### src/rtl/scratch_prog_loader_if.sv
// Bus bundle between the HPS download stream / SDRAM programming port and the loader.
interface scratch_prog_loader_if;
  localparam int unsigned IOCTL_AW = 25;
  localparam int unsigned PROG_AW  = 22;
  localparam int unsigned DW       = 8;
  localparam int unsigned MW       = 2;

  logic                downloading;
  logic [IOCTL_AW-1:0] ioctl_addr;
  logic [DW-1:0]       ioctl_data;
  logic                ioctl_wr;
  logic                sdram_ack;
  logic [PROG_AW-1:0]  prog_addr;
  logic [DW-1:0]       prog_data;
  logic [MW-1:0]       prog_mask;
  logic                prog_we;
  logic                prog_rd;
  logic                dwnld_busy;
  logic                overflow;

  modport master (
    output downloading, ioctl_addr, ioctl_data, ioctl_wr, sdram_ack,
    input  prog_addr, prog_data, prog_mask, prog_we, prog_rd, dwnld_busy, overflow
  );

  modport slave (
    input  downloading, ioctl_addr, ioctl_data, ioctl_wr, sdram_ack,
    output prog_addr, prog_data, prog_mask, prog_we, prog_rd, dwnld_busy, overflow
  );
endinterface

### src/rtl/scratch_prog_loader.sv
// Turns the HPS byte download stream into held SDRAM byte writes, relocating the
// graphics region and absorbing one byte of back-pressure in a single-entry buffer.
module scratch_prog_loader #(
  parameter logic [24:0] GFX_START  = 25'h0_8000,
  parameter logic [21:0] GFX_OFFSET = 22'h10_0000,
  parameter logic [24:0] ROM_END    = 25'h1_0000
) (
  input logic                  clk,
  input logic                  rst,
  scratch_prog_loader_if.slave bus
);
  localparam int unsigned AW = 22;
  localparam int unsigned DW = 8;
  localparam int unsigned MW = 2;

  localparam logic [1:0] S_IDLE  = 2'd0;
  localparam logic [1:0] S_WRITE = 2'd1;
  localparam logic [1:0] S_GAP   = 2'd2;

  logic [1:0]    r_state,    w_state_nxt;
  logic [AW-1:0] r_addr,     w_addr_nxt;
  logic [DW-1:0] r_data,     w_data_nxt;
  logic [MW-1:0] r_mask,     w_mask_nxt;
  logic          r_we,       w_we_nxt;
  logic          r_buf_full, w_buf_full_nxt;
  logic [AW-1:0] r_buf_addr, w_buf_addr_nxt;
  logic [DW-1:0] r_buf_data, w_buf_data_nxt;
  logic [MW-1:0] r_buf_mask, w_buf_mask_nxt;
  logic          r_ovf,      w_ovf_nxt;
  logic          r_busy,     w_busy_nxt;
  logic          r_dl_q;

  logic          w_accept;
  logic [AW-1:0] w_map_addr;
  logic [MW-1:0] w_map_mask;

  // Byte qualification and address/mask mapping of the incoming byte
  assign w_accept   = bus.ioctl_wr && bus.downloading && (bus.ioctl_addr < ROM_END);
  assign w_map_addr = bus.ioctl_addr[22:1] +
                      ((bus.ioctl_addr >= GFX_START) ? GFX_OFFSET : AW'(0));
  assign w_map_mask = bus.ioctl_addr[0] ? 2'b01 : 2'b10;

  always_comb begin
    w_state_nxt    = r_state;
    w_addr_nxt     = r_addr;
    w_data_nxt     = r_data;
    w_mask_nxt     = r_mask;
    w_we_nxt       = r_we;
    w_buf_full_nxt = r_buf_full;
    w_buf_addr_nxt = r_buf_addr;
    w_buf_data_nxt = r_buf_data;
    w_buf_mask_nxt = r_buf_mask;
    w_ovf_nxt      = r_ovf;
    w_busy_nxt     = bus.downloading || (r_state != S_IDLE) || r_buf_full;

    // A fresh download clears the sticky flag; a drop in the same cycle still sets it
    if (bus.downloading && !r_dl_q) begin
      w_ovf_nxt = 1'b0;
    end

    case (r_state)
      S_IDLE: begin
        if (w_accept) begin
          w_addr_nxt  = w_map_addr;
          w_data_nxt  = bus.ioctl_data;
          w_mask_nxt  = w_map_mask;
          w_we_nxt    = 1'b1;
          w_state_nxt = S_WRITE;
        end
      end
      S_WRITE: begin
        if (w_accept) begin
          if (!r_buf_full) begin
            w_buf_full_nxt = 1'b1;
            w_buf_addr_nxt = w_map_addr;
            w_buf_data_nxt = bus.ioctl_data;
            w_buf_mask_nxt = w_map_mask;
          end else begin
            w_ovf_nxt = 1'b1;
          end
        end
        if (bus.sdram_ack) begin
          w_we_nxt    = 1'b0;
          w_state_nxt = S_GAP;
        end
      end
      S_GAP: begin
        // A byte arriving here with the buffer empty passes straight to the port
        if (r_buf_full) begin
          w_addr_nxt     = r_buf_addr;
          w_data_nxt     = r_buf_data;
          w_mask_nxt     = r_buf_mask;
          w_we_nxt       = 1'b1;
          w_buf_full_nxt = 1'b0;
          w_state_nxt    = S_WRITE;
          if (w_accept) begin
            w_ovf_nxt = 1'b1;
          end
        end else if (w_accept) begin
          w_addr_nxt  = w_map_addr;
          w_data_nxt  = bus.ioctl_data;
          w_mask_nxt  = w_map_mask;
          w_we_nxt    = 1'b1;
          w_state_nxt = S_WRITE;
        end else begin
          w_state_nxt = S_IDLE;
        end
      end
      default: begin
        w_we_nxt    = 1'b0;
        w_state_nxt = S_IDLE;
      end
    endcase
  end

  always_ff @(posedge clk) begin
    if (rst) begin
      r_state    <= S_IDLE;
      r_addr     <= '0;
      r_data     <= '0;
      r_mask     <= 2'b11;
      r_we       <= 1'b0;
      r_buf_full <= 1'b0;
      r_buf_addr <= '0;
      r_buf_data <= '0;
      r_buf_mask <= 2'b11;
      r_ovf      <= 1'b0;
      r_busy     <= 1'b0;
      r_dl_q     <= 1'b0;
    end else begin
      r_state    <= w_state_nxt;
      r_addr     <= w_addr_nxt;
      r_data     <= w_data_nxt;
      r_mask     <= w_mask_nxt;
      r_we       <= w_we_nxt;
      r_buf_full <= w_buf_full_nxt;
      r_buf_addr <= w_buf_addr_nxt;
      r_buf_data <= w_buf_data_nxt;
      r_buf_mask <= w_buf_mask_nxt;
      r_ovf      <= w_ovf_nxt;
      r_busy     <= w_busy_nxt;
      r_dl_q     <= bus.downloading;
    end
  end

  assign bus.prog_addr  = r_addr;
  assign bus.prog_data  = r_data;
  assign bus.prog_mask  = r_mask;
  assign bus.prog_we    = r_we;
  assign bus.prog_rd    = 1'b0;
  assign bus.dwnld_busy = r_busy;
  assign bus.overflow   = r_ovf;
endmodule

### src/flat_wrapper.sv
// flat-port wrapper written by rule: the top's interface ports become plain ports
module scratch_prog_loader_flat 
#(
  parameter logic [24:0] GFX_START  = 25'h0_8000,
  parameter logic [21:0] GFX_OFFSET = 22'h10_0000,
  parameter logic [24:0] ROM_END    = 25'h1_0000
)
  (clk, rst, bus_downloading, bus_ioctl_addr, bus_ioctl_data, bus_ioctl_wr, bus_sdram_ack, bus_prog_addr, bus_prog_data, bus_prog_mask, bus_prog_we, bus_prog_rd, bus_dwnld_busy, bus_overflow);
  scratch_prog_loader_if bus_i ();
  input logic clk;
  input logic rst;
  input wire logic [$bits(bus_i.downloading)-1:0] bus_downloading;
  input wire logic [$bits(bus_i.ioctl_addr)-1:0] bus_ioctl_addr;
  input wire logic [$bits(bus_i.ioctl_data)-1:0] bus_ioctl_data;
  input wire logic [$bits(bus_i.ioctl_wr)-1:0] bus_ioctl_wr;
  input wire logic [$bits(bus_i.sdram_ack)-1:0] bus_sdram_ack;
  output wire logic [$bits(bus_i.prog_addr)-1:0] bus_prog_addr;
  output wire logic [$bits(bus_i.prog_data)-1:0] bus_prog_data;
  output wire logic [$bits(bus_i.prog_mask)-1:0] bus_prog_mask;
  output wire logic [$bits(bus_i.prog_we)-1:0] bus_prog_we;
  output wire logic [$bits(bus_i.prog_rd)-1:0] bus_prog_rd;
  output wire logic [$bits(bus_i.dwnld_busy)-1:0] bus_dwnld_busy;
  output wire logic [$bits(bus_i.overflow)-1:0] bus_overflow;
  assign bus_i.downloading = bus_downloading;
  assign bus_i.ioctl_addr = bus_ioctl_addr;
  assign bus_i.ioctl_data = bus_ioctl_data;
  assign bus_i.ioctl_wr = bus_ioctl_wr;
  assign bus_i.sdram_ack = bus_sdram_ack;
  assign bus_prog_addr = bus_i.prog_addr;
  assign bus_prog_data = bus_i.prog_data;
  assign bus_prog_mask = bus_i.prog_mask;
  assign bus_prog_we = bus_i.prog_we;
  assign bus_prog_rd = bus_i.prog_rd;
  assign bus_dwnld_busy = bus_i.dwnld_busy;
  assign bus_overflow = bus_i.overflow;
  scratch_prog_loader #(.GFX_START(GFX_START), .GFX_OFFSET(GFX_OFFSET), .ROM_END(ROM_END)) u_core (.clk(clk), .rst(rst), .bus(bus_i));
endmodule
### config.mk
export PLATFORM = sky130hd
export DESIGN_NAME = scratch_prog_loader_flat
export DESIGN_NICKNAME = d
export VERILOG_FILES = /design/src/rtl/scratch_prog_loader_if.sv /design/src/rtl/scratch_prog_loader.sv /design/src/flat_wrapper.sv
export SDC_FILE = /design/constraint.sdc
export NUM_CORES = 1
export LEC_CHECK = 0
export BUFFER_PORTS_ARGS = -buffer_cell sky130_fd_sc_hd__buf_2
export CAP_MARGIN = 20
export CORE_UTILIZATION = 35
export CTS_CLUSTER_SIZE = 12
export DETAILED_ROUTE_END_ITERATION = 8
export GPL_TIMING_DRIVEN = 1
export PLACE_DENSITY = 0.6
export SKIP_LAST_GASP = 1
export SLEW_MARGIN = 25
export SYNTH_ARGS = -nofsm -noshare
export SYNTH_HDL_FRONTEND = slang
export SYNTH_SLANG_ARGS = --single-unit
### constraint.sdc
create_clock -name clk -period 2.39 [get_ports clk]
set_input_delay 0.478 -clock clk [delete_from_list [all_inputs] [get_ports clk]]
set_output_delay 0.478 -clock clk [all_outputs]
set_load 0.005 [all_outputs]
==> summary by stage <==
Timing
Setup violations remaining at the end of the flow were counted as 0. The number of pins with negative max-slew slack in the final report is 0. Setup repair after global routing left no endpoint under its margin. For the final database, setup skew stands at ~6.3 ps.

The tightest hold path in the finished design has a slack of roughly 390 ps. The transition time of the tightest slew-check pin is ~540 ps. Of the available clock period, the critical path in the final layout requires 89.8%. The smallest clock period supported by the final layout is computed as ~2100 ps. The worst pin sits at a relative slew slack of between 60% and 70%. The number of hold-slack violations in the final timing report was 0. Derived from the worst setup path, the maximum achievable clock frequency is 466 MHz.

Global routing
Entering global routing, the biggest net connects a little over 40 pins. For this run the aggregate overflow at the end of global routing stands at 0. The first-pass GRT wire length is between 10000 and 15000 um. The via count of the first global-routing pass is around 2800.

The initial antenna violation count is 0. Across every metal layer, demand over resource in global routing totals 17.7%.

Clock tree
The clock latency on the worst-skew pair is 340 ps. The count of clock tree sinks is a little over 70. The TritonCTS clock tree is built. After clock tree synthesis, the clock-pin slew on the worst setup and hold paths is 80 ps. Once the clock tree was built, the resizer swapped 0 gates to a different size. The number of buffers inserted by hold repair at cts is 0.

The number of buffers created by CTS is 9. Clock tree synthesis selected as its root buffer the cell sky130_fd_sc_hd__clkbuf_8. The setup fix buffers added after clock tree synthesis is 0. The maximum root-to-sink buffer count is 2. The number of H-tree levels is 3.

Power
Of the total power, the share spent switching nets is approximately a quarter. The share of total power dissipated in combinational logic is under 10%. The share of power burned in the clock network is around 42%.

In this run the power density over the cells is between 500 and 600 nW/um^2. In this run the static leakage power is around 1.5 nW. The fraction of power consumed by sequential logic is a little over half. The switching power is around 0.52 mW.

The worst-case IR drop observed on VDD is ~0.00036 V. The total power consumption of the routed design is between 2 and 2.5 mW. Cell internal power was estimated by the tool at roughly 1.7 mW.

Synth
The prevailing post-synth register cell is sky130_fd_sc_hd__dfxtp_1. The number of distinct library cells after synthesis is 44. The cell type with the highest aggregate area in the netlist is sky130_fd_sc_hd__dfxtp_1. Averaged over all synthesized cells, the footprint is 8.85 um^2.

Counting instances in the post-synthesis netlist gives the leading cell types as sky130_fd_sc_hd__dfxtp_1, sky130_fd_sc_hd__nand2_1, sky130_fd_sc_hd__nand3_1. The net count after synthesis is a little over 400. The most frequent cell after synthesis is sky130_fd_sc_hd__dfxtp_1. The share of the Yosys chip area taken by registers is 43.9%. The cell area after synthesis is between 3000 and 4000 um^2.

By area the synthesized netlist is led by sky130_fd_sc_hd__dfxtp_1, sky130_fd_sc_hd__a311oi_2, sky130_fd_sc_hd__nor3b_1. The post-synthesis instance total is around 370. The share of synthesized area in the top cell type comes to roughly 44%. Of all flip-flops after synthesis, the portion carrying an async set or reset was 0%.

The number of synthesis warnings is 0. In this run, synthesis inferred 0 flip-flops with an integrated enable. The flip-flop and latch count after synthesis is 71.

Placement
The number of cells in the design after placement is 529. The total half-perimeter wirelength after legalization and detailed placement is roughly 5600 um. After detailed placement, the total cell area comes to 3750 um^2. The count of input and output buffers is 72. The congestion estimate from routability-driven global placement came to ~0.74.

Floorplanning
The top-level port count is 74. The area of the core region is approximately 9000 um^2. The area enclosed by the die boundary is slightly below 10000 um^2. For this configuration, the core starts out at a cell density of a little over a third.

From left edge to right edge, the die measures ~100 um. The placement row count is 34. The overall die height is 98.2 um.

Drt
The wire length per cell is 15.4 um. For this block, the initial DRC count from the detailed router was around 170. The average vias per placed instance is 5.38. The post-route antenna net violation count is 0. Summed over all layers, the routed wires come to approximately 8400 um. The overall via count from detail_route is 2927. The first detailed-routing pass ran for 8 iterations. The count of unresolved DRC violations after routing is 1.

Hold path
The class of the tightest hold or removal check is in -> reg.

Worst setup path
Of all nets on the critical path, the largest fanout is 14. The critical path is of the reg -> reg type. The signal on the critical path passes through inv_1 -> ha_1 -> o211ai_1 -> or4_1 -> buf_4 -> nor3b_1 -> a311oi_2. Among all stages on the critical path, the largest delay is contributed by sky130_fd_sc_hd__or4_1. The kind of start point of the critical path is a flip-flop.

At the worst endpoint, the arrival time is about 2400 ps. The maximum cell stage delay along the critical path is roughly 520 ps. The worst endpoint required time is between 2000 and 3000 ps. The kind of capture point of the worst setup path is a flip-flop.

Run
The number of maximum-capacitance violations is 0.

Layout
In the final design database the tool counted around 480 nets. The final core utilization is between 40% and 50%. The number of standard cells in the final layout excluding fillers is around 540.

Compared with the post-synthesis result, the final layout area differs by 21.6%. The final design area excluding fillers is ~4000 um^2. The layout cell share with drive strength beyond 1 is 31.4%.

0 antenna diodes ended up in the layout.

Status
The flow ran to the end, but the final reports show violations. The final reports fail on DRC.
## path summary, 6_finish.rpt
check                                      startpoint  slack, ps                  endpoint  cells past startpoint
worst max-delay path                u_core.r_state[0]        240  u_core.bus.prog_addr[11]                      7
worst min-delay path                bus_ioctl_data[7]        390      u_core.r_buf_data[7]                      3
worst max register to register      u_core.r_state[0]        240  u_core.bus.prog_addr[11]                      7
worst min register to register  u_core.r_buf_addr[15]        450  u_core.bus.prog_addr[15]                      2
## flip-flops by register name, summed over array words and instances (netlist names)
name / count
u_core.bus.prog_mask: 2
u_core.r_buf_data: 8
u_core.r_buf_mask: 2
u_core.bus.prog_addr: 22
u_core.r_state: 2
u_core.r_dl_q: 1
u_core.bus.overflow: 1
u_core.r_buf_addr: 22
u_core.bus.dwnld_busy: 1
u_core.bus.prog_we: 1
u_core.bus.prog_data: 8
u_core.r_buf_full: 1
## layout make-up
type | count | area, um^2
Tap cell | 108 | 135
Multi-Input combinational cell | 253 | 1630
Clock buffer | 9 | 124
Fill cell | 917 | 4910
Sequential cell | 71 | 1420
Inverter | 6 | 22.5
Timing Repair Buffer | 91 | 541
Clock inverter | 6 | 61.3
## critical path, delay by kind of cell, from the launching register on
kind	cells	cell delay, ps
flip-flops	1	340
buffers and inverters	2	340
adder cells (fa/ha/maj)	1	310
AND/OR/NAND/NOR	2	680
AO/OA/AOI/OAI	2	390
## cell families after synthesis
family	count (synthesis)	synth area share [%]
simple gates	145	23.4
compound gates	100	24.0
flops	71	43.9
buf+inv	42	6.10
fa+ha+maj	5	1.93
other cells	1	0.116
xor+xnor	1	0.271
mux	1	0.309
## routing by layer
metal / global-route usage [%] / vias to the layer above / part of all wire (%)
met4: 4.48 / 0 / 0.96
li1: - / 1448 / -
met5: 0 / - / 0
met1: 23.1 / 1402 / 47
met3: 4.44 / 8 / 4.3
met2: 29.5 / 69 / 47
## stage by stage
step | setup TNS, ps | worst slack, ps
finish | 0 | 243
global route | 0 | 59.3
CTS | 0 | 252
detailed placement | -2810 | -109
global placement | -1670 | -92.4
floorplan | 0 | 110
## placed cells by master, fill, tap and decap left out, types with 3 or more instances in the layout
master	instances
sky130_fd_sc_hd__or4_1	3
sky130_fd_sc_hd__o21ai_0	27
sky130_fd_sc_hd__nor3b_1	29
sky130_fd_sc_hd__inv_1	6
sky130_fd_sc_hd__nor2_1	8
sky130_fd_sc_hd__nand3_1	34
sky130_fd_sc_hd__nand2_1	57
sky130_fd_sc_hd__dfxtp_1	71
sky130_fd_sc_hd__buf_2	72
sky130_fd_sc_hd__a311oi_2	23
sky130_fd_sc_hd__ha_1	5
sky130_fd_sc_hd__a21oi_1	33
sky130_fd_sc_hd__buf_4	16
sky130_fd_sc_hd__buf_12	3
sky130_fd_sc_hd__clkinv_2	3
sky130_fd_sc_hd__clkbuf_8	9
## power groups by stage
stage / Sequential [mW] / Clock, mW / Combinational, mW
after detailed placement: 1.21 / 0 / 0.104
after CTS: 1.18 / 0.960 / 0.104
after floorplan: 1.21 / 0 / 0.0481
final: 1.18 / 0.936 / 0.103
after global routing: 1.18 / 1.01 / 0.113
after global placement: 1.21 / 0 / 0.102
Power figures use the tool's default switching activity.
